### src/rtl/switch_debouncer_pkg.sv
// Shared definitions for board-input conditioning blocks.
//   clog2()               : ceiling log2, usable in constant expressions.
//   DEBOUNCE_CYCLES_BOARD : default stability window for the board build.
package switch_debouncer_pkg;

    // 50 MHz clock x 10 ms settle time.
    localparam int unsigned DEBOUNCE_CYCLES_BOARD = 500000;

    // Returns 0 for value <= 1.
    function automatic int unsigned clog2(input int unsigned value);
        int unsigned result;
        int unsigned rem;
        result = 0;
        rem    = (value > 0) ? value - 1 : 0;
        while (rem > 0) begin
            result = result + 1;
            rem    = rem >> 1;
        end
        return result;
    endfunction

endpackage

### src/rtl/sync_2ff.sv
// Two-flop metastability synchronizer for a single asynchronous level.
// Ports:
//   clock  : destination clock
//   resetn : asynchronous active-low reset, clears both flops
//   d      : asynchronous input level
//   q      : synchronized level, two clock edges after d
module sync_2ff (
    input  logic clock,
    input  logic resetn,
    input  logic d,
    output logic q
);

    logic sync0_q;

    // Nothing may sit between the two flops: the first one gets a full cycle to resolve.
    always_ff @(posedge clock or negedge resetn) begin
        if (!resetn) begin
            sync0_q <= 1'b0;
            q       <= 1'b0;
        end else begin
            sync0_q <= d;
            q       <= sync0_q;
        end
    end

endmodule

### src/rtl/switch_debouncer.sv
// Debounces a raw switch/key input into a clean level synchronous to clock,
// with single-cycle rise/fall strobes.
// Parameters:
//   STABLE_CYCLES : consecutive synchronized samples that must disagree with
//                   clean_out before it changes (1 .. 2^20)
// Ports:
//   clock      : system clock, all state on posedge
//   resetn     : asynchronous active-low reset
//   noisy_in   : raw asynchronous switch level
//   clean_out  : debounced level (registered)
//   rise_pulse : one-cycle strobe in the first cycle clean_out reads 1 (registered)
//   fall_pulse : one-cycle strobe in the first cycle clean_out reads 0 (registered)
module switch_debouncer
    import switch_debouncer_pkg::*;
#(
    parameter int unsigned STABLE_CYCLES = 4
) (
    input  logic clock,
    input  logic resetn,
    input  logic noisy_in,
    output logic clean_out,
    output logic rise_pulse,
    output logic fall_pulse
);

    localparam int unsigned CNT_WIDTH =
        (clog2(STABLE_CYCLES) > 1) ? clog2(STABLE_CYCLES) : 1;
    localparam logic [CNT_WIDTH-1:0] CNT_LAST = CNT_WIDTH'(STABLE_CYCLES - 1);

    logic                 sync1;
    logic [CNT_WIDTH-1:0] cnt_q, cnt_d;
    logic                 clean_d, rise_d, fall_d;

    sync_2ff u_sync (
        .clock  (clock),
        .resetn (resetn),
        .d      (noisy_in),
        .q      (sync1)
    );

    // Any sample agreeing with clean_out clears the count, so partial runs never accumulate.
    // The count saturates at CNT_LAST, where the output flips and the count restarts.
    always_comb begin
        cnt_d   = '0;
        clean_d = clean_out;
        rise_d  = 1'b0;
        fall_d  = 1'b0;
        if (sync1 != clean_out) begin
            if (cnt_q == CNT_LAST) begin
                clean_d = sync1;
                rise_d  = sync1;
                fall_d  = ~sync1;
            end else begin
                cnt_d = cnt_q + 1'b1;
            end
        end
    end

    always_ff @(posedge clock or negedge resetn) begin
        if (!resetn) begin
            cnt_q      <= '0;
            clean_out  <= 1'b0;
            rise_pulse <= 1'b0;
            fall_pulse <= 1'b0;
        end else begin
            cnt_q      <= cnt_d;
            clean_out  <= clean_d;
            rise_pulse <= rise_d;
            fall_pulse <= fall_d;
        end
    end

endmodule

### config.mk
export PLATFORM = sky130hd
export DESIGN_NAME = switch_debouncer
export DESIGN_NICKNAME = d
export VERILOG_FILES = /design/src/rtl/switch_debouncer_pkg.sv /design/src/rtl/sync_2ff.sv /design/src/rtl/switch_debouncer.sv
export SDC_FILE = /design/constraint.sdc
export NUM_CORES = 1
export LEC_CHECK = 0
export ABC_AREA = 1
export CAP_MARGIN = 15
export CORE_AREA = 2 2 39 41
export DETAILED_ROUTE_END_ITERATION = 16
export DIE_AREA = 0 0 41 43
export GPL_ROUTABILITY_DRIVEN = 0
export HOLD_SLACK_MARGIN = 0.03
export SLEW_MARGIN = 30
export SYNTH_ARGS = -nofsm -noshare
export SYNTH_HDL_FRONTEND = slang
export SYNTH_SLANG_ARGS = --single-unit
### constraint.sdc
create_clock -name clock -period 2.05 [get_ports clock]
set_input_delay 0.41 -clock clock [delete_from_list [all_inputs] [get_ports clock]]
set_output_delay 0.41 -clock clock [all_outputs]
set_load 0.01 [all_outputs]
; ---- Yosys cells after proc, flatten, opt, wreduce, memory -nomap -nowiden
; Index checks and enable logic that the tools add are counted.
[classes]
add_sub_neg = 1
eq_ne = 2
muxes = 6
bitwise_logic = 1
reduce_logical = 1
[ops]
columns = op, n
row1 = $mux W1, 4
row2 = $mux W2, 2
row3 = $add A2 B1 Y2 const B, 1
row4 = $eq A2 B2 Y1 const B, 1
row5 = $reduce_and A2 Y1, 1
row6 = $ne A1 B1 Y1, 1
row7 = $not A1 Y1, 1
[totals]
register_bits = 7
input_bits = 3
out_inout_bits = 3
wordCells = 17

; ---- Depth between registers and ports, before layout
; Gate-level depths: netlist of the first run.
[logic_depth]
word_depth = 3
mapped_depth = 4
depth_no_buf = 4

; ---- Hierarchy
; A second synthesis of the first run with hierarchy kept.
[unflattened]
hier_cells = 22
hier_area_um2 = 246.5
[modules_own_cells]
columns = mod, n_inst, cells_each, area_per_inst_um2
row1 = switch_debouncer, 1, 20, 196.4
row2 = sync_2ff, 1, 2, 50.0

; ---- Worst setup path before layout of the first run
; Ideal clock, no wire load.
[synth_timing]
path_kind = reg-to-reg
start = register cnt_q[0]
end = register cnt_q[0]
setup_ns = 0.077
arrival_ns = 0.781
required_ns = 1.973
setup_slack_ns = 1.191
path_stages_with_launch = 5
path_buffers = 0
cell_sequence = dfrtp_1 -> ha_1 -> inv_1 -> nand2_1 -> a21oi_1
[synth_via]
elab_chain_cells = 3
word_cells_on_any_way = 4
[synth_lines]
columns = item, line
row1 = start: declaration, switch_debouncer.sv:31  ; logic [CNT_WIDTH-1:0] cnt_q, cnt_d;
row2 = start signal: assignment, switch_debouncer.sv:66  ; cnt_q <= cnt_d;
row3 = $add A2 B1 Y2 / $eq A2 B2 Y1 (equally long branches), "switch_debouncer.sv:54, switch_debouncer.sv:49"
row4 = $mux W2 (*), switch_debouncer.sv:49  ; if (cnt_q == CNT_LAST) begin
row5 = $mux W2 (*), switch_debouncer.sv:48  ; if (sync1 != clean_out) begin
row6 = via cnt_d[0], switch_debouncer.sv:31
; Mark *: on every way through the listed nets, which the timed path passes. The rest lies on a longest branch.
; A chain may end at the register's enable or synchronous reset.

; ---- Final worst setup path of the first run
[layout_timing]
start = register clean_out
end = output clean_out
[layout_lines]
columns = item, line
row1 = start: declaration, switch_debouncer.sv:21  ; output logic clean_out,
row2 = start signal: assignment, switch_debouncer.sv:67  ; clean_out <= clean_d;
; No word-level cell between the ends.

==> metrics.md, run 1 <==
| Metric | Value |
|---|---|
| Clock Latency Late Sink | `250 ps` |
| PD cells | `1165 nW/um^2` |
| Final period utilization | `0.7743` |
| WL final | `370 um` |
| Flop pwr share | `0.460` |
| FFs w/ async S/R, synth | `1.000` |
| Initial antenna violation count | `0` |
| Gr usage total | `0.05853` |
| # Post-CTS Setup Buffers | `0` |
| Hold/Removal Path Class | `flop to flop` |
| DR iter-0 viols | `1` |
| Syn-to-layout area delta | `39.09%` |
| Cts bufs inserted | `3` |
| CTS Sinks | `7` |
| Max cap viols | `0` |
| Worst slew pin tran | `328.5 ps` |
| Inserted Diodes | `0` |
| DRT Pass-1 Iters | `2` |
| # rows | `14` |
| Vias in the first global route | `156` |
| Syn Inst Count | `22` |
| Net Sw Frac | `0.2866` |
| Drc violations | `0` |
| Cell variety after synth | `8` |
| Fin cells | `47` |
| Slowest-stage cell, CP | `clkdlybuf4s50_1` |
| WP buf/inv | `1` |
| Critical path capture point type | `output port` |
| Initial Util | `0.1781` |
| Core Region | `1384 sq um` |
| Power, Total | `0.3994 mW` |
| Yosys Warn Count | `0` |
| Mapped cell area | `246.5 sq um` |
| Synth top area share | `0.7107` |
| Worst Path Arrival | `1180 ps` |
| DR vias/cell | `3.553` |
| Post-synth net total | `26` |
| Worst-case clock buffer depth | `2` |
| #FFs+latches synth | `7` |
| Setup WS post-layout | `462.7 ps` |
| Clock Power Share | `0.313` |
| Comb pwr share | `0.227` |
| CTS Hold Bufs | `0` |
| Pre-CTS WS | `732.7 ps` |
| EDFF count, synth | `0` |
| Clock root buffer | `clkbuf_4` |
| Reg clk slew, reported paths | `50 ps` |
| Antenna-violating nets left | `0` |
| Setup CP Type | `flop to output port` |
| Setup_tns | `0 ps` |
| Pleak | `0.1666 nW` |
| Skew final | `3.927 ps` |
| CP max FO | `3` |
| P_sw | `0.1145 mW` |
| Final hold violations | `0` |
| Wire per inst | `7.872 um` |
| Ys flop type | `dfrtp_1` |
| Largest net degree at the start of global routing | `8` |
| H-Tree Depth | `1` |
| Crit-path cells | `clkdlybuf4s50_1` |
| Via count | `167` |
| RSZ-0062 raised after global routing | `false` |
| Grt ovf | `0` |
| Mean Syn Cell Area | `11.20 sq um` |
| Dpl cells | `43` |
| Max Freq | `630.0 MHz` |
| Final Setup Violations | `0` |
| Status | `completed` |
| Crit-path max cell delay | `550 ps` |
| PortBufs | `5` |
| IO Pins | `6` |
| Synth area leaders | `dfrtp_1, inv_1, ha_1` |
| Worst-case vdd ir drop | `277.0 uV` |
| Post-synth top cells | `dfrtp_1, inv_1, nand2_1` |
| Most frequent cell after synthesis | `dfrtp_1` |
| CTS tree | `done` |
| Post_cts resized | `0` |
| Min cycle time layout | `1587 ps` |
| Slew headroom | `0.7803` |
| Final-stage net count | `36` |
| Layout cells sized above 1 | `0.1290` |
| Die X | `41 um` |
| Sequential element share of the synthesized area | `0.7107` |
| Int Pwr | `0.2849 mW` |
| Chip height | `43 um` |
| Biggest area consumer among synthesized cells | `dfrtp_1` |
| First-pass GRT wire length | `579 um` |
| Total die area | `1763 sq um` |
| Startpoint types | `flop` |
| CP delay by family, top | `buffers and inverters` |
| Slew Limit Fails | `0` |
| Placed wire-length estimate | `274.6 um` |
| Data required, critical path | `1640 ps` |
-- logic make-up after synthesis --
kind of cell / share of synthesized area
fa+ha+maj: 0.05075
flops: 0.7107
compound gates: 0.06090
buf+inv: 0.07615
simple gates: 0.1015
-- metrics by stage --
step,hold WS [ps],cell area (sq um),utilization
floorplan,114.4,246.5,-
global placement,332.1,316.6,0.2288
detailed placement,341.0,316.6,0.2288
CTS,353.5,342.8,0.2477
global route,359.2,342.8,0.2477
finish,349.7,342.8,0.2477
-- registers in the layout, indices dropped and copies added (netlist names) --
signal and flops:
cnt_q 2, u_sync.q 1, clean_out 1, fall_pulse 1
rise_pulse 1, u_sync.sync0_q 1
-- worst paths after layout --
kind	start	endpoint	slack, ps	cells after the start
max	clean_out$_DFFE_PN0P_	clean_out	460	1
min	u_sync.sync0_q$_DFF_PN0_	u_sync.q$_DFF_PN0_	350	0
max reg2reg	cnt_q[0]$_DFF_PN0_	cnt_q[0]$_DFF_PN0_	1090	4
min reg2reg	u_sync.sync0_q$_DFF_PN0_	u_sync.q$_DFF_PN0_	350	0
max in group asynchronous	resetn	cnt_q[0]$_DFF_PN0_	1380	1
min in group asynchronous	resetn	rise_pulse$_DFF_PN0_	420	1
-- layout by cell type (no fill, tap or decap) --
master / count
inv_1: 5
a21oi_1: 2
dfrtp_1: 7
nand2_2: 1
ha_1: 1
clkdlybuf4s50_1: 5
clkbuf_4: 3
nor2_1: 2
clkbuf_1: 1
nand2_1: 3
o21ai_0: 1
-- routing by layer --
layer | global-route usage | part of all wire
met3 | 0.04712 | 0.084
met4 | 0.06000 | 0
met1 | 0.05556 | 0.44
met2 | 0.07188 | 0.48
met5 | 0 | 0
-- area by class of cell --
class                      instances  area, sq um
multi-input combinational         10        52.55
timing repair buffer               5        50.05
clock buffer                       4        26.28
inverter                           5        18.77
sequential                         7        175.2
fill                             149         1041
tap                               16        20.02
-- power by group through the flow --
stage / registers, mW / logic, mW / clock network (mW)
floorplan: 0.188 / 0.0477 / 0
global placement: 0.182 / 0.0895 / 0
detailed placement: 0.186 / 0.0922 / 0
CTS: 0.183 / 0.0923 / 0.133
global route: 0.187 / 0.105 / 0.139
finish: 0.184 / 0.0906 / 0.125
Note: power is estimated with default switching activity, not from simulation.
==> inputs of run 2 (changes only) <==
- clock period: 2.05 -> 1.3 ns (I/O delays scaled with it)
==> run 2 against run 1 <==
Against the previous run: non-clock buffer count is the same; critical path type unchanged; die area is the same; final cell count is the same; critical endpoint unchanged.
==> metrics.md, run 2 (synthesized netlist as in run 1, its figures left out) <==
| Metric | Value |
|---|---|
| Setup CP Type | `flop to output port (unchanged)` |
| Chip height | `43 um (unchanged)` |
| Syn-to-layout area delta | `37.56% (was 39.09%)` |
| Initial Util | `0.1781 (unchanged)` |
| Skew final | `3.927 ps (unchanged)` |
| CTS Sinks | `7 (unchanged)` |
| Reg clk slew, reported paths | `50 ps (about the same)` |
| Gr usage total | `0.05853 (unchanged)` |
| Slew headroom | `0.7803 (about the same)` |
| PortBufs | `5 (unchanged)` |
| Final-stage net count | `36 (unchanged)` |
| Grt ovf | `0 (unchanged)` |
| Total die area | `1763 sq um (unchanged)` |
| PD cells | `1818 nW/um^2 (was 1165 nW/um^2)` |
| Power, Total | `0.6164 mW (was 0.3994 mW)` |
| Crit-path max cell delay | `400 ps (was 550 ps)` |
| # rows | `14 (unchanged)` |
| Vias in the first global route | `156 (unchanged)` |
| DR iter-0 viols | `1 (unchanged)` |
| Slowest-stage cell, CP | `dfrtp_1 (was clkdlybuf4s50_1)` |
| Worst Path Arrival | `940 ps (was 1180 ps)` |
| Clock Latency Late Sink | `250 ps (about the same)` |
| Drc violations | `0 (unchanged)` |
| Initial antenna violation count | `0 (unchanged)` |
| H-Tree Depth | `1 (unchanged)` |
| Pre-CTS WS | `132.7 ps (was 732.7 ps)` |
| Slew Limit Fails | `0 (unchanged)` |
| DR vias/cell | `3.553 (unchanged)` |
| Clock root buffer | `clkbuf_4 (unchanged)` |
| Setup_tns | `0 ps (unchanged)` |
| CP max FO | `3 (unchanged)` |
| Via count | `167 (unchanged)` |
| Most frequent cells in the layout | `dfrtp_1, inv_1, nand2_1, clkbuf_4, dlygate4sd2_1 (was dfrtp_1, inv_1, clkdlybuf4s50_1)` |
| Max cap viols | `0 (unchanged)` |
| Die X | `41 um (unchanged)` |
| Core Region | `1384 sq um (unchanged)` |
| Final period utilization | `0.9230` |
| CTS tree | `done (unchanged)` |
| Cts bufs inserted | `3 (unchanged)` |
| CP delay by family, top | `flip-flops (was buffers and inverters)` |
| Worst slew pin tran | `328.6 ps (was 328.5 ps)` |
| WP buf/inv | `1 (unchanged)` |
| IO Pins | `6 (unchanged)` |
| Setup WS post-layout | `100.1 ps (was 462.7 ps)` |
| First-pass GRT wire length | `579 um (unchanged)` |
| Status | `completed (unchanged)` |
| Max Freq | `833.4 MHz` |
| Antenna-violating nets left | `0 (unchanged)` |
| Crit-path cells | `dlygate4sd2_1 (was clkdlybuf4s50_1)` |
| Inserted Diodes | `0 (unchanged)` |
| Largest net degree at the start of global routing | `8 (unchanged)` |
| Layout cells sized above 1 | `0.1290 (unchanged)` |
| Commonest non-fill, non-tap cell in the layout | `dfrtp_1 (unchanged)` |
| WL final | `371 um (was 370 um)` |
| RSZ-0062 raised after global routing | `false (unchanged)` |
| Min cycle time layout | `1200 ps` |
| Data required, critical path | `1040 ps (was 1640 ps)` |
| Max FFs per register | `2 (unchanged)` |
| Most flops, register | `cnt_q (unchanged)` |
| Final core occ | `0.2450 (was 0.2477)` |
| Pleak | `0.1788 nW (was 0.1666 nW)` |
| Final hold violations | `0 (unchanged)` |
| Critical path capture point type | `output port (unchanged)` |
| DRT Pass-1 Iters | `2 (unchanged)` |
| Worst-case vdd ir drop | `436.6 uV (was 277.0 uV)` |
| Final Setup Violations | `0 (unchanged)` |
| Wire per inst | `7.894 um (was 7.872 um)` |
| Worst-case clock buffer depth | `2 (unchanged)` |
| Hold/Removal Path Class | `primary input to asynchronous set/reset pin (was flop to flop)` |
| Placed wire-length estimate | `274.6 um (unchanged)` |
| Startpoint types | `flop (unchanged)` |
| # Post-CTS Setup Buffers | `0 (unchanged)` |
run 2: cell count changes in the layout (fill, tap and decap cells not counted):
cell	before	now
clkdlybuf4s50_1	5	2
dlygate4sd2_1	0	3
run 2: final cells by class:
class / count / area (sq um)
clock buffer: 4 / 26.28
fill: 152 / 1045
inverter: 5 / 18.77
multi-input combinational: 10 / 52.55
sequential: 7 / 175.2
tap: 16 / 20.02
timing repair buffer: 5 / 46.29
run 2: layer usage:
layer / wire length (um) / vias up / GRT usage
met4: 0 / 0 / 0.06000
met1: 161 / 77 / 0.05556
met3: 33 / 0 / 0.04712
met5: 0 / - / 0
li1: - / 84 / -
met2: 176 / 6 / 0.07188
run 2: final timing paths:
check / from / endpoint / slack (ps) / depth (start not counted)
min: resetn / rise_pulse$_DFF_PN0_ / 270 / 1
max: clean_out$_DFFE_PN0P_ / clean_out / 100 / 1
min in group clock: u_sync.sync0_q$_DFF_PN0_ / u_sync.q$_DFF_PN0_ / 350 / 0
max reg2reg: cnt_q[0]$_DFF_PN0_ / cnt_q[0]$_DFF_PN0_ / 340 / 4
min reg2reg: u_sync.sync0_q$_DFF_PN0_ / u_sync.q$_DFF_PN0_ / 350 / 0
max in group asynchronous: resetn / cnt_q[0]$_DFF_PN0_ / 780 / 1
run 2: metrics by stage:
| stage | area (sq um) | hold WS [ps] | std cells |
|---|---|---|---|
| floorplan | 246.5 | -35.59 | 22 |
| global placement | 316.6 | 332.1 | 43 |
| detailed placement | 316.6 | 341.0 | 43 |
| CTS | 339.1 | 272.5 | 47 |
| global route | 339.1 | 287.9 | 47 |
| finish | 339.1 | 271.9 | 47 |
run 2: where the power goes:
part	switching (mW)	leakage [nW]	total, mW	internal (mW)
Clock	0.0800	0.0150	0.197	0.117
Sequential	0.0269	0.0897	0.289	0.262
Combinational	0.0729	0.0742	0.130	0.0574
Total	0.180	0.179	0.616	0.437
run 2: timing repair:
| action | CTS | global route |
|---|---|---|
| hold buffers | 0 | 0 |
| gates resized for setup | 3 | 0 |
| endpoints found under the setup margin | 3 | 0 |
==> inputs of run 3 (changes only) <==
- PLACE_DENSITY: unset -> 0.47
- SLEW_MARGIN: 30 -> 20
==> run 3 against run 2 <==
Against the previous run: largest cell class unchanged; non-clock buffer count is the same; worst setup slack improved by 2.4 ps; clock skew is 3.5 ps lower; maximum frequency is 0.20% higher; flip-flop and latch count unchanged; wire length up 7.8%; via count grew 1.2%; hold slack worse by 4.6 ps; register-to-register slack about the same; sequential power about the same; core utilization did not move; combinational power barely moved.
==> metrics.md, run 3 (synthesized netlist as in run 1, its figures left out) <==
| Metric | Value |
|---|---|
| Startpoint types | `flop (unchanged)` |
| Chip height | `43 um (unchanged)` |
| Crit-path max cell delay | `400 ps (about the same)` |
| WP buf/inv | `1 (unchanged)` |
| Critical path capture point type | `output port (unchanged)` |
| Reg clk slew, reported paths | `50 ps (about the same)` |
| H-Tree Depth | `1 (unchanged)` |
| Cts bufs inserted | `3 (unchanged)` |
| Minimum hold slack | `267.4 ps (was 271.9 ps)` |
| DR iter-0 viols | `4 (was 1)` |
| Worst-case clock buffer depth | `2 (unchanged)` |
| RSZ-0062 raised after global routing | `false (unchanged)` |
| Final core occ | `0.2450 (unchanged)` |
| Initial Util | `0.1781 (unchanged)` |
| Most frequent cells in the layout | `dfrtp_1, inv_1, nand2_1, clkbuf_4, dlygate4sd2_1 (unchanged)` |
| Max Freq | `835.0 MHz (was 833.4 MHz)` |
| Final Setup Violations | `0 (unchanged)` |
| Fin cells | `47 (unchanged)` |
| Worst Path Arrival | `940 ps (about the same)` |
| Die X | `41 um (unchanged)` |
| Slowest-stage cell, CP | `dfrtp_1 (unchanged)` |
| CP max FO | `3 (unchanged)` |
| Dpl cells | `43 (unchanged)` |
| Multi-input logic area | `52.55 sq um (unchanged)` |
| Commonest non-fill, non-tap cell in the layout | `dfrtp_1 (unchanged)` |
| Setup CP Type | `flop to output port (unchanged)` |
| Placed wire-length estimate | `309.8 um (was 274.6 um)` |
| CP delay by family, top | `flip-flops (unchanged)` |
| Setup_tns | `0 ps (unchanged)` |
| Final-stage net count | `36 (unchanged)` |
| PD cells | `1816 nW/um^2 (was 1818 nW/um^2)` |
| Setup WS post-layout | `102.4 ps (was 100.1 ps)` |
| CTS Sinks | `7 (unchanged)` |
| Max FFs per register | `2 (unchanged)` |
| PortBufs | `5 (unchanged)` |
| Total die area | `1763 sq um (unchanged)` |
| # fillers | `142 (was 152)` |
| Worst slew pin tran | `309.1 ps (was 328.6 ps)` |
| DRT Pass-1 Iters | `4 (was 2)` |
| CTS tree | `done (unchanged)` |
| Hold/Removal Path Class | `primary input to asynchronous set/reset pin (unchanged)` |
| IO Pins | `6 (unchanged)` |
| Slew headroom | `0.7933 (was 0.7803)` |
| Inserted Diodes | `0 (unchanged)` |
| Via count | `169 (was 167)` |
| Grt ovf | `0 (unchanged)` |
| Vias in the first global route | `191 (was 156)` |
| Clock root buffer | `clkbuf_4 (unchanged)` |
| Pre-CTS WS | `133.9 ps (was 132.7 ps)` |
| Slew Limit Fails | `0 (unchanged)` |
| Skew final | `0.4080 ps (was 3.927 ps)` |
| Pleak | `0.1788 nW (unchanged)` |
| Core Region | `1384 sq um (unchanged)` |
| First-pass GRT wire length | `676 um (was 579 um)` |
| Worst-case vdd ir drop | `404.7 uV (was 436.6 uV)` |
| Final period utilization | `0.9212 (was 0.9230)` |
| Sequential cell area | `175.2 sq um (unchanged)` |
| Min cycle time layout | `1198 ps (was 1200 ps)` |
| Syn-to-layout area delta | `37.56% (unchanged)` |
| # rows | `14 (unchanged)` |
| Final hold violations | `0 (unchanged)` |
| WL final | `400 um (was 371 um)` |
| Layout cells sized above 1 | `0.1290 (unchanged)` |
| # Post-CTS Setup Buffers | `0 (unchanged)` |
| Crit-path cells | `dlygate4sd2_1 (unchanged)` |
| Clock Latency Late Sink | `250 ps (about the same)` |
| Wire per inst | `8.511 um (was 7.894 um)` |
| Gr usage total | `0.06174 (was 0.05853)` |
| Largest net degree at the start of global routing | `8 (unchanged)` |
| Antenna-violating nets left | `0 (unchanged)` |
| Drc violations | `0 (unchanged)` |
| Initial antenna violation count | `0 (unchanged)` |
| Data required, critical path | `1040 ps (about the same)` |
| Max cap viols | `0 (unchanged)` |
| DR vias/cell | `3.596 (was 3.553)` |
| Post-DP Area | `316.6 sq um (unchanged)` |
| Final Cell Area | `339.1 sq um (unchanged)` |
| Status | `completed (unchanged)` |
| Power, Total | `0.6159 mW (was 0.6164 mW)` |
| Most flops, register | `cnt_q (unchanged)` |
-- run 3: path summary, 6_finish.rpt --
check / slack, ps / endpoint / start / cells after the start
min in group clock: 360 / u_sync.q$_DFF_PN0_ / u_sync.sync0_q$_DFF_PN0_ / 0
min: 270 / rise_pulse$_DFF_PN0_ / resetn / 1
max: 100 / clean_out / clean_out$_DFFE_PN0P_ / 1
max reg2reg: 350 / cnt_q[0]$_DFF_PN0_ / cnt_q[0]$_DFF_PN0_ / 4
min reg2reg: 360 / u_sync.q$_DFF_PN0_ / u_sync.sync0_q$_DFF_PN0_ / 0
max in group asynchronous: 800 / u_sync.q$_DFF_PN0_ / resetn / 1
-- run 3: area by class of cell --
type | count | area share
multi-input combinational | 10 | 0.1550
sequential | 7 | 0.5166
timing repair buffer | 5 | 0.1365
inverter | 5 | 0.05535
tap | 16 | 0.05904
clock buffer | 4 | 0.07749
-- run 3: timing repair --
item / in CTS / in global routing
setup endpoints to repair: 3 / 0
gates resized for setup: 3 / 0
hold buffers: 0 / 0
-- run 3: layer usage --
| layer | track usage | vias to the layer above | routed length (um) |
|---|---|---|---|
| met4 | 0.06000 | 0 | 0 |
| met3 | 0.03141 | 0 | 46 |
| met1 | 0.06601 | 78 | 157 |
| met5 | 0 | - | 0 |
| li1 | - | 83 | - |
| met2 | 0.08125 | 8 | 196 |
-- run 3: where the power goes --
group	total (mW)	internal (mW)	switching (mW)
clock	0.194	0.117	0.0771
sequential	0.289	0.262	0.0268
combinational	0.133	0.0584	0.0744
